## src/rtl/score_button_ctrl.sv

```systemverilog
// Button front-end for the BCD scoreboard: sync, debounce, inc/dec pulses, clear.
// Define SCORE_BTN_REPEAT_EN to enable hold-to-repeat on inc/dec.
module score_button_ctrl #(
    parameter int DEB_CYCLES    = 4,
    parameter int CLR_HOLD      = 8,
    parameter int CLR_PULSE     = 6,
    parameter int REPEAT_DELAY  = 16,
    parameter int REPEAT_PERIOD = 4
) (
    input  logic clk,
    input  logic rst,
    input  logic btn_inc,
    input  logic btn_dec,
    output logic inc_out,
    output logic dec_out,
    output logic clr_out
);
    localparam int DW = $clog2(DEB_CYCLES + 1);
    localparam int HW = $clog2(CLR_HOLD + 1);
    localparam int PW = $clog2(CLR_PULSE + 1);

    if (CLR_PULSE < 5 || REPEAT_PERIOD < 2 || REPEAT_DELAY < REPEAT_PERIOD) begin : g_bad_cfg
        $error("score_button_ctrl: invalid parameter set");
    end

    typedef enum logic [2:0] {
        IDLE, INC_HOLD, DEC_HOLD, BOTH_HOLD, CLEAR, WAIT_REL
    } state_e;

    logic [1:0]    inc_sync_q, dec_sync_q;
    logic          deb_inc_q, deb_dec_q;
    logic          deb_inc_d, deb_dec_d;
    logic [DW-1:0] inc_cnt_q, dec_cnt_q;
    logic [DW-1:0] inc_cnt_d, dec_cnt_d;
    state_e        state_q;
    logic [HW-1:0] hold_q;
    logic [PW-1:0] clr_cnt_q;
`ifdef SCORE_BTN_REPEAT_EN
    localparam int RW = $clog2(REPEAT_DELAY + 1);
    logic [RW-1:0] rep_q;
`endif

    // Level flips only after DEB_CYCLES consecutive disagreeing samples.
    always_comb begin
        deb_inc_d = deb_inc_q;
        inc_cnt_d = '0;
        if (inc_sync_q[1] != deb_inc_q) begin
            if (inc_cnt_q == DW'(DEB_CYCLES - 1)) deb_inc_d = inc_sync_q[1];
            else inc_cnt_d = inc_cnt_q + DW'(1);
        end
    end

    always_comb begin
        deb_dec_d = deb_dec_q;
        dec_cnt_d = '0;
        if (dec_sync_q[1] != deb_dec_q) begin
            if (dec_cnt_q == DW'(DEB_CYCLES - 1)) deb_dec_d = dec_sync_q[1];
            else dec_cnt_d = dec_cnt_q + DW'(1);
        end
    end

    always_ff @(posedge clk) begin
        if (!rst) begin
            inc_sync_q <= '0;
            dec_sync_q <= '0;
            deb_inc_q  <= 1'b0;
            deb_dec_q  <= 1'b0;
            inc_cnt_q  <= '0;
            dec_cnt_q  <= '0;
        end else begin
            inc_sync_q <= {inc_sync_q[0], btn_inc};
            dec_sync_q <= {dec_sync_q[0], btn_dec};
            deb_inc_q  <= deb_inc_d;
            deb_dec_q  <= deb_dec_d;
            inc_cnt_q  <= inc_cnt_d;
            dec_cnt_q  <= dec_cnt_d;
        end
    end

    always_ff @(posedge clk) begin
        if (!rst) begin
            state_q   <= IDLE;
            hold_q    <= '0;
            clr_cnt_q <= '0;
            inc_out   <= 1'b0;
            dec_out   <= 1'b0;
            clr_out   <= 1'b0;
`ifdef SCORE_BTN_REPEAT_EN
            rep_q     <= '0;
`endif
        end else begin
            inc_out <= 1'b0;
            dec_out <= 1'b0;
            clr_out <= 1'b0;
            unique case (state_q)
                IDLE: begin
                    if (deb_inc_q && deb_dec_q) begin
                        state_q <= BOTH_HOLD;
                        hold_q  <= '0;
                    end else if (deb_inc_q) begin
                        state_q <= INC_HOLD;
                        inc_out <= 1'b1;
                    end else if (deb_dec_q) begin
                        state_q <= DEC_HOLD;
                        dec_out <= 1'b1;
                    end
                end
                INC_HOLD, DEC_HOLD: begin
                    if (state_q == INC_HOLD ? !deb_inc_q : !deb_dec_q) begin
                        state_q <= IDLE;
`ifdef SCORE_BTN_REPEAT_EN
                        rep_q   <= '0;
`endif
                    end else if (state_q == INC_HOLD ? deb_dec_q : deb_inc_q) begin
                        state_q <= BOTH_HOLD;
                        hold_q  <= '0;
`ifdef SCORE_BTN_REPEAT_EN
                        rep_q   <= '0;
`endif
                    end
`ifdef SCORE_BTN_REPEAT_EN
                    else if (rep_q == RW'(REPEAT_DELAY - 1)) begin
                        // Rewind so the next pulse lands REPEAT_PERIOD later.
                        rep_q   <= RW'(REPEAT_DELAY - REPEAT_PERIOD);
                        inc_out <= (state_q == INC_HOLD);
                        dec_out <= (state_q == DEC_HOLD);
                    end else begin
                        rep_q <= rep_q + RW'(1);
                    end
`endif
                end
                BOTH_HOLD: begin
                    if (deb_inc_q && deb_dec_q) begin
                        if (hold_q == HW'(CLR_HOLD - 1)) begin
                            state_q   <= CLEAR;
                            hold_q    <= '0;
                            clr_cnt_q <= '0;
                            clr_out   <= 1'b1;
                        end else begin
                            hold_q <= hold_q + HW'(1);
                        end
                    end else begin
                        state_q <= WAIT_REL;
                        hold_q  <= '0;
                    end
                end
                CLEAR: begin
                    if (clr_cnt_q == PW'(CLR_PULSE - 1)) begin
                        state_q   <= WAIT_REL;
                        clr_cnt_q <= '0;
                    end else begin
                        clr_cnt_q <= clr_cnt_q + PW'(1);
                        clr_out   <= 1'b1;
                    end
                end
                WAIT_REL: begin
                    if (!deb_inc_q && !deb_dec_q) state_q <= IDLE;
                end
                default: state_q <= IDLE;
            endcase
        end
    end

endmodule

```

## config.mk

```make
export PLATFORM = sky130hd
export DESIGN_NAME = score_button_ctrl
export DESIGN_NICKNAME = d
export VERILOG_FILES = /design/src/rtl/score_button_ctrl.sv
export SDC_FILE = /design/constraint.sdc
export NUM_CORES = 1
export LEC_CHECK = 0
export ABC_AREA = 1
export CORE_MARGIN = 5
export CORE_UTILIZATION = 55
export DETAILED_ROUTE_END_ITERATION = 12
export PLACE_DENSITY = 0.79
export SLEW_MARGIN = 20
export SYNTH_ARGS = -nofsm -noshare
export SYNTH_HDL_FRONTEND = slang
export SYNTH_SLANG_ARGS = --single-unit
export TNS_END_PERCENT = 100
```

## constraint.sdc

```tcl
create_clock -name clk -period 1.6 [get_ports clk]
set_input_delay 0.24 -clock clk [delete_from_list [all_inputs] [get_ports clk]]
set_output_delay 0.24 -clock clk [all_outputs]
set_load 0.01 [all_outputs]
```

==> qor.yml, run 1 <==
run_status:
  status: "complete, no violations"
synthesis:
  ys_top_cells_by_area: "dfxtp_1, nand2_1, inv_1"
  synth_top_cell_by_area: "dfxtp_1"
  async_flop_share_pct: 0
  yosysMostFrequentCell: "nand2_1"
  ys_seq_area_share_pct: 42.51
  syn_nets: 168
  synth.avg_cell_area_sq_um: 7.405
  synthFlopType: "dfxtp_1"
  yosys_warnings: 0
  synth_area_sq_um: 1177
  ys_seq_elements: 25
  synth-edff-count: 0
  synth_top_cell_area_share_pct: 42.51
  synth_cell_types: 25
  yosys-top-cells-count: "nand2_1, dfxtp_1, inv_1"
  synthCells: 159
setup_path:
  reg2reg_from: "hold_q[1]"
  end_kind: "flop"
  cp.required_ns: 1.83
  path_class: "flop to flop"
  arrival_ns: 1.66
  setup.worst_path.start: "hold_q[1]"
  crit_path_max_fanout: 6
  startpoint_type: "flop"
floorplanning:
  die_y_microns: 56.27
  core-area_sq_um: 2002
  pin_count: 7
  die_x_microns: 56.27
  rows: 16
  die_area_sq_um: 3166
  initial_core_util_pct: 58.81
drt:
  vias: 981
  drt-total-wl_microns: 2035
  drc: 0
  via_per_inst: 5.057
  post_drt_wl_per_cell_microns: 10.49
  antenna_left: 0
  drtIter0Drc: 14
  first_pass_iters: 4
place:
  routabilityCongestion: 0.7582
  dp_hpwl_microns: 1546
  placed_area_sq_um: 1252
  io_buffers: 6
  dp.cells: 190
clocking:
  numClockSinks: 25
  cts_tree: "built"
  post_cts_resized: 0
  path_clk_slew_ns: 0.13
  post_cts_buffers: 0
  ctsHoldBuffers: 0
  ctsRootBufferMaster: "clkbuf_4"
  htree_levels: 1
  clockBufferDepth: 2
  clk-insertion-delay-late_ns: 0.31
  cts_buffers: 3
layout:
  stdcell_area_sq_um: 1279
  drive_above_1_share_pct: 13.17
  final_nets: 177
  fin_cells: 194
  fillers: 192
  syn2layout_area_growth_pct: 8.608
  antenna_cells: 0
global_routing:
  grt_usage_pct: 14.37
  grt_max_degree: 14
  antenna_found_initial: 0
  grt_pass1_wl_microns: 3677
  grt_overflow: 0
  first_global_vias: 903
timing:
  rsz0062_at_grt: "false"
  max_slew_margin_pct: 79.09
  tns_ns: 0
  setup_violations: 0
  hold_viol: 0
  slew_violations: 0
  worst_pin_slew_ns: 0.3113
  finalCritPeriodShare_pct: 89.33
  skew_ns: 0.002999
  fmax_mhz: 699.6
  period_needed_ns: 1.429
power:
  power_frac_comb_pct: 34.1
  p_sw_mw: 0.5942
  swShare_pct: 38.15
  power_mw: 1.557
  power_frac_seq_pct: 48.4
  p_leak_nw: 0.5832
  internal-power_mw: 0.9632
  power_density_nw_per_um2: 1218
  p_clk_share_pct: 17.6
  vdd.ir_drop.worst_mv: 0.7977
worst_hold_path:
  worstHoldStart: "inc_sync_q[0]"
  hp-class: "flop to flop"
flow_run:
  cap_violations: 0
kinds of logic after synthesis:
family | Yosys count | synth area share [%]
flip-flops | 25 | 42.51
buffers and inverters | 29 | 10.52
AO/OA/AOI/OAI | 23 | 11.26
AND/OR/NAND/NOR | 76 | 29.65
XOR/XNOR | 1 | 0.7440
adder cells (fa/ha/maj) | 5 | 5.313
critical path, cell delays in order (launching register included):
cell and delay (ns):
dfxtp_1 0.38, ha_1 0.20, nand3_1 0.16, nand3_2 0.15
nand2_1 0.07, nor2_2 0.13, nand2_4 0.08, nor2_1 0.12
nor2_2 0.05
cell usage in the layout, fill, tap and decap left out:
cell	count
inv_1	23
inv_2	3
nand3_1	7
nor2_1	22
nor3_2	1
o21ai_2	1
or2_2	1
a21oi_2	1
a21oi_1	12
dfxtp_1	25
clkbuf_1	1
clkdlybuf4s50_1	6
nand4_1	1
o31ai_1	1
nand2_4	1
o211ai_1	2
buf_4	1
nand2_2	3
xor2_1	1
nand3_2	2
ha_1	5
nor2_2	5
clkbuf_4	3
a22oi_1	1
nor3_1	3
nand2_1	30
o21ai_0	5
sequential cells by signal (all words and copies together), names as in the netlist:
| register | flops |
|---|---|
| clr_cnt_q | 3 |
| dec_out | 1 |
| deb_inc_q | 1 |
| state_q | 3 |
| inc_out | 1 |
| hold_q | 4 |
| inc_cnt_q | 3 |
| dec_cnt_q | 3 |
| dec_sync_q | 2 |
| clr_out | 1 |
| deb_dec_q | 1 |
| inc_sync_q | 2 |
final timing paths:
kind	to	slack, ns	cells after the start
min	inc_sync_q[1]	0.43	2
min reg2reg	inc_sync_q[1]	0.43	2
max	state_q[0]	0.17	8
max reg2reg	state_q[0]	0.17	8
through the flow:
step	hold WS, ns	utilization, %	worst slack [ns]
4_1_cts	0.4319	63.88	0.1660
6_report	0.4295	63.88	0.1707
3_3_place_gp	0.3932	62.56	0.2447
3_5_place_dp	0.4062	62.56	0.2140
5_1_grt	0.4442	63.88	0.06823
2_1_floorplan	0.3376	-	0.3804
metal layers:
layer | part of all wire (%) | up-vias | global-route usage, %
met1 | 47 | 431 | 18.19
li1 | - | 518 | -
met2 | 46 | 27 | 23.71
met4 | 2.1 | 0 | 6.102
met3 | 5.3 | 5 | 2.752
met5 | 0 | - | 0
power groups by stage:
stage | clock [mW] | sequential, mW | combinational (mW)
CTS | 0.284 | 0.751 | 0.530
floorplan | 0 | 0.747 | 0.439
global route | 0.314 | 0.768 | 0.608
finish | 0.274 | 0.753 | 0.530
global placement | 0 | 0.760 | 0.518
detailed placement | 0 | 0.766 | 0.524
cell type report:
type | instances | area (sq um) | area share, %
clock buffers | 4 | 26.28 | 2.055
inverters | 26 | 97.59 | 7.632
multi-input cells | 105 | 553.0 | 43.25
flip-flops and latches | 25 | 500.5 | 39.14
well taps | 27 | 33.78 | 2.642
repair buffers | 7 | 67.56 | 5.284
Power figures use the tool's default switching activity.
==> inputs of run 2 (changes only) <==
==> constraint.sdc (replaced) <==
create_clock -name clk -period 1.6 [get_ports clk]
set_input_delay 0.32 -clock clk [delete_from_list [all_inputs] [get_ports clk]]
set_output_delay 0.32 -clock clk [all_outputs]
set_load 0.01 [all_outputs]
==> qor.yml, run 2 (synthesized netlist as in run 1, its figures left out) <==
floorplanning:
  die_x_microns: 56.27  # unchanged
  pin_count: 7  # unchanged
  rows: 16  # unchanged
  core-area_sq_um: 2002  # unchanged
  die_area_sq_um: 3166  # unchanged
  initial_core_util_pct: 58.81  # unchanged
  die_y_microns: 56.27  # unchanged
drt:
  vias: 988  # was 981
  first_pass_iters: 4  # unchanged
  post_drt_wl_per_cell_microns: 10.42  # was 10.49 microns
  antenna_left: 0  # unchanged
  drt-total-wl_microns: 2022  # was 2035 microns
  drtIter0Drc: 39  # was 14
  drc: 0  # unchanged
  via_per_inst: 5.093  # was 5.057
layout:
  syn2layout_area_growth_pct: 8.927  # was 8.608%
  mostFrequentLayoutCells: "nand2_1, dfxtp_1, inv_1"  # unchanged
  drive_above_1_share_pct: 13.77  # was 13.17%
  largest_register_ff_count: 4  # unchanged
  antenna_cells: 0  # unchanged
  final_nets: 177  # unchanged
  regMostFlops: "hold_q"  # unchanged
  layout_commonest_cell: "nand2_1"  # unchanged
setup_path:
  arrival_ns: 1.19  # was 1.66 ns
  end_kind: "output pin"  # was flop
  cp.required_ns: 1.28  # was 1.83 ns
  cp_cell_sequence: "clkdlybuf4s50_1"  # was ha_1, nand3_1, nand3_2, nand2_1, nor2_2, nand2_4, nor2_1, nor2_2
  crit_path_max_fanout: 1  # was 6
  path_class: "flop to output pin"  # was flop to flop
  rrSetupSlack_ns: 0.22  # was 0.17 ns
  startpoint_type: "flop"  # unchanged
  critPathTopFamily: "buffers and inverters"  # was simple AND/OR/NAND/NOR gates
  setup.worst_path.start: "dec_out"  # was hold_q[1]
  reg2reg_from: "hold_q[1]"  # unchanged
  path_buf_inv: 1  # was 0
  slowest_stage: "clkdlybuf4s50_1"  # was dfxtp_1
  slowest_delay_ns: 0.53  # was 0.38 ns
timing:
  timing.hold.ws_ns: 0.4350  # was 0.4295 ns
  setup_violations: 0  # unchanged
  skew_ns: 0.007082  # was 0.002999 ns
  max_slew_margin_pct: 78.21  # was 79.09%
  period_needed_ns: 1.512  # was 1.429 ns
  finalCritPeriodShare_pct: 94.48  # was 89.33%
  rsz0062_at_grt: "false"  # unchanged
  slew_violations: 0  # unchanged
  hold_viol: 0  # unchanged
  tns_ns: 0  # unchanged
  worst_pin_slew_ns: 0.3244  # was 0.3113 ns
  fmax_mhz: 661.5  # was 699.6 MHz
clocking:
  post_cts_buffers: 0  # unchanged
  cts_buffers: 3  # unchanged
  numClockSinks: 25  # unchanged
  ctsRootBufferMaster: "clkbuf_4"  # unchanged
  clockBufferDepth: 2  # unchanged
  htree_levels: 1  # unchanged
  clk-insertion-delay-late_ns: 0.32  # was 0.31 ns
  post_cts_resized: 0  # unchanged
  path_clk_slew_ns: 0.14  # was 0.13 ns
  ctsHoldBuffers: 0  # unchanged
  cts_tree: "built"  # unchanged
place:
  routabilityCongestion: 0.8707  # was 0.7582
  io_buffers: 6  # unchanged
  dp_hpwl_microns: 1567  # was 1546 microns
worst_hold_path:
  worstHoldStart: "dec_cnt_q[0]"  # was inc_sync_q[0]
  hp-class: "flop to flop"  # unchanged
global_routing:
  grt_usage_pct: 14.61  # was 14.37%
  antenna_found_initial: 0  # unchanged
  grt_pass1_wl_microns: 3829  # was 3677 microns
  first_global_vias: 961  # was 903
  grt_max_degree: 16  # was 14
  grt_overflow: 0  # unchanged
run_status:
  status: "complete, no violations"  # unchanged
power:
  power_density_nw_per_um2: 1220  # was 1218 nW/um^2
  p_leak_nw: 0.5821  # was 0.5832 nW
  vdd.ir_drop.worst_mv: 0.6501  # was 0.7977 mV
flow_run:
  cap_violations: 0  # unchanged
[run 2: per-layer routing]
metal | wire length (microns) | share of wire (%) | vias up | GRT usage [%]
li1 | - | - | 518 | -
met2 | 954 | 47 | 21 | 23.37
met3 | 74 | 3.7 | 4 | 2.752
met1 | 967 | 48 | 445 | 18.99
met5 | 0 | 0 | - | 0
met4 | 26 | 1.3 | 0 | 6.441
[run 2: worst paths after layout]
| kind | endpoint | cells after the start |
|---|---|---|
| setup reg to reg | state_q[0] | 8 |
| setup / recovery | dec_out | 1 |
| hold reg to reg | dec_cnt_q[0] | 1 |
| hold / removal | dec_cnt_q[0] | 1 |
[run 2: final cells by class]
class / instances / area, sq um
clock buffers: 3 / 22.52
clock inverters: 1 / 7.507
fillers: 189 / 719.4
inverters: 26 / 97.59
multi-input cells: 105 / 553.0
flip-flops and latches: 25 / 500.5
well taps: 27 / 33.78
repair buffers: 7 / 67.56
[run 2: stage by stage]
step | std cells | worst slack, ns | util (%) | power (mW) | area, sq um
floorplan | 159 | 0.3804 | - | 1.187 | 1177
global placement | 190 | 0.2590 | 62.56 | 1.280 | 1252
global route | 194 | 0.02228 | 64.06 | 1.708 | 1282
detailed placement | 190 | 0.2336 | 62.56 | 1.289 | 1252
finish | 194 | 0.08838 | 64.06 | 1.564 | 1282
CTS | 194 | 0.05957 | 64.06 | 1.578 | 1282
[run 2: power by group]
group | internal (mW) | switching [mW] | leakage [nW]
Clock | 0.0955 | 0.192 | 0.0139
Sequential | 0.678 | 0.0698 | 0.203
Combinational | 0.188 | 0.341 | 0.365
Total | 0.961 | 0.603 | 0.582
==> inputs of run 3 (changes only) <==
Settings changed: CORE_ASPECT_RATIO set to 1.5.
==> qor.yml, run 3 (synthesized netlist as in run 1, its figures left out) <==
run_status:
  status: "complete, no violations"  # unchanged
layout:
  fillers: 172  # was 189
  regArea_sq_um: 500.5  # unchanged
  drive_above_1_share_pct: 13.77  # unchanged
  multi_input_area_sq_um: 553.0  # unchanged
  syn2layout_area_growth_pct: 8.395  # was 8.927%
  antenna_cells: 0  # unchanged
  layout_commonest_cell: "nand2_1"  # unchanged
  final_nets: 177  # unchanged
  largest_register_ff_count: 4  # unchanged
  regMostFlops: "hold_q"  # unchanged
  mostFrequentLayoutCells: "nand2_1, dfxtp_1, inv_1"  # unchanged
  stdcell_area_sq_um: 1276  # was 1282 sq um
drt:
  via_per_inst: 5.190  # was 5.093
  drtIter0Drc: 17  # was 39
  first_pass_iters: 4  # unchanged
  post_drt_wl_per_cell_microns: 11.10  # was 10.42 microns
  vias: 981  # was 988
  drt-total-wl_microns: 2097  # was 2022 microns
  drc: 0  # unchanged
  antenna_left: 0  # unchanged
clocking:
  post_cts_buffers: 0  # unchanged
  path_clk_slew_ns: 0.14  # about the same
  ctsHoldBuffers: 0  # unchanged
  ctsRootBufferMaster: "clkbuf_4"  # unchanged
  htree_levels: 1  # unchanged
  numClockSinks: 25  # unchanged
  clockBufferDepth: 2  # unchanged
  clk-insertion-delay-late_ns: 0.32  # about the same
  cts_tree: "built"  # unchanged
  cts_buffers: 3  # unchanged
  post_cts_resized: 0  # unchanged
setup_path:
  startpoint_type: "flop"  # unchanged
  end_kind: "output pin"  # unchanged
  cp.depth: 1  # unchanged
  rrSetupSlack_ns: 0.17  # was 0.22 ns
  path_buf_inv: 1  # unchanged
  crit_path_max_fanout: 1  # unchanged
  critPathTopFamily: "buffers and inverters"  # unchanged
  cp.required_ns: 1.28  # about the same
  path_class: "flop to output pin"  # unchanged
  rr_worst_depth: 8  # unchanged
  arrival_ns: 1.18  # was 1.19 ns
  slowest_stage: "clkdlybuf4s50_1"  # unchanged
  cp_cell_sequence: "clkdlybuf4s50_1"  # unchanged
  slowest_delay_ns: 0.52  # was 0.53 ns
power:
  vdd.ir_drop.worst_mv: 0.9984  # was 0.6501 mV
  p_leak_nw: 0.5821  # unchanged
  power_density_nw_per_um2: 1238  # was 1220 nW/um^2
global_routing:
  grt_use_met1_pct: 17.38  # was 18.99%
  grt_usage_pct: 16.09  # was 14.61%
  use_met3_pct: 2.432  # was 2.752%
  grt_max_degree: 16  # unchanged
  grt_pass1_wl_microns: 3726  # was 3829 microns
  grt_overflow: 0  # unchanged
  first_global_vias: 925  # was 961
  use_met2_pct: 28.81  # was 23.37%
  grt.busiest_layer: "met2"  # unchanged
  antenna_found_initial: 0  # unchanged
timing:
  worst_pin_slew_ns: 0.3410  # was 0.3244 ns
  tns_ns: 0  # unchanged
  fmax_mhz: 665.3  # was 661.5 MHz
  max_slew_margin_pct: 77.24  # was 78.21%
  skew_ns: 0.009705  # was 0.007082 ns
  period_needed_ns: 1.503  # was 1.512 ns
  slew_violations: 0  # unchanged
  hold_viol: 0  # unchanged
  setup_violations: 0  # unchanged
  timing.hold.ws_ns: 0.4283  # was 0.4350 ns
  finalCritPeriodShare_pct: 93.94  # was 94.48%
  rsz0062_at_grt: "false"  # unchanged
floorplanning:
  core-area_sq_um: 2027  # was 2002 sq um
  die_area_sq_um: 3185  # was 3166 sq um
  die_x_microns: 47.78  # was 56.27 microns
  rows: 20  # was 16
  initial_core_util_pct: 58.09  # was 58.81%
  pin_count: 7  # unchanged
  die_y_microns: 66.67  # was 56.27 microns
worst_hold_path:
  whs_path_depth: 2  # was 1
  hp-class: "flop to flop"  # unchanged
flow_run:
  cap_violations: 0  # unchanged
place:
  dp_hpwl_microns: 1618  # was 1567 microns
  io_buffers: 6  # unchanged
  routabilityCongestion: 0.8374  # was 0.8707
  placed_area_sq_um: 1246  # was 1252 sq um
==> run 3: cell counts in the layout (fill, tap and decap cells not counted) <==
No cell type changed its count.
==> run 3: worst paths after layout <==
path                                     from            end
worst max-delay path                  clr_out        clr_out
worst min-delay path            inc_sync_q[0]  inc_sync_q[1]
worst max register to register      hold_q[1]     state_q[2]
worst min register to register  inc_sync_q[0]  inc_sync_q[1]
==> run 3: routing by layer <==
metal | wire length, microns | share of wire, %
met4 | 51 | 2.4
met5 | 0 | 0
met1 | 871 | 42
met2 | 1123 | 54
met3 | 51 | 2.4
==> run 3: report_power, final <==
part	switching, mW	internal, mW
Clock	0.193	0.0956
Sequential	0.0724	0.678
Combinational	0.353	0.188
==> run 3: stage by stage <==
step           power (mW)  setup slack (ns)  instances  utilization, %
2_1_floorplan       1.187            0.3804        159               -
3_3_place_gp        1.281            0.2363        185           61.48
3_5_place_dp        1.295            0.1786        185           61.48
4_1_cts             1.581           0.09054        189           62.96
5_1_grt             1.712           0.04094        189           62.96
6_report            1.580           0.09693        189           62.96
==> run 3: area by class of cell <==
cell class	instances	area share [%]
Timing Repair Buffer	7	5.294
Clock inverter	1	0.5882
Inverter	26	7.647
Tap cell	22	2.157
Clock buffer	3	1.765
Sequential cell	25	39.22
Multi-Input combinational cell	105	43.33
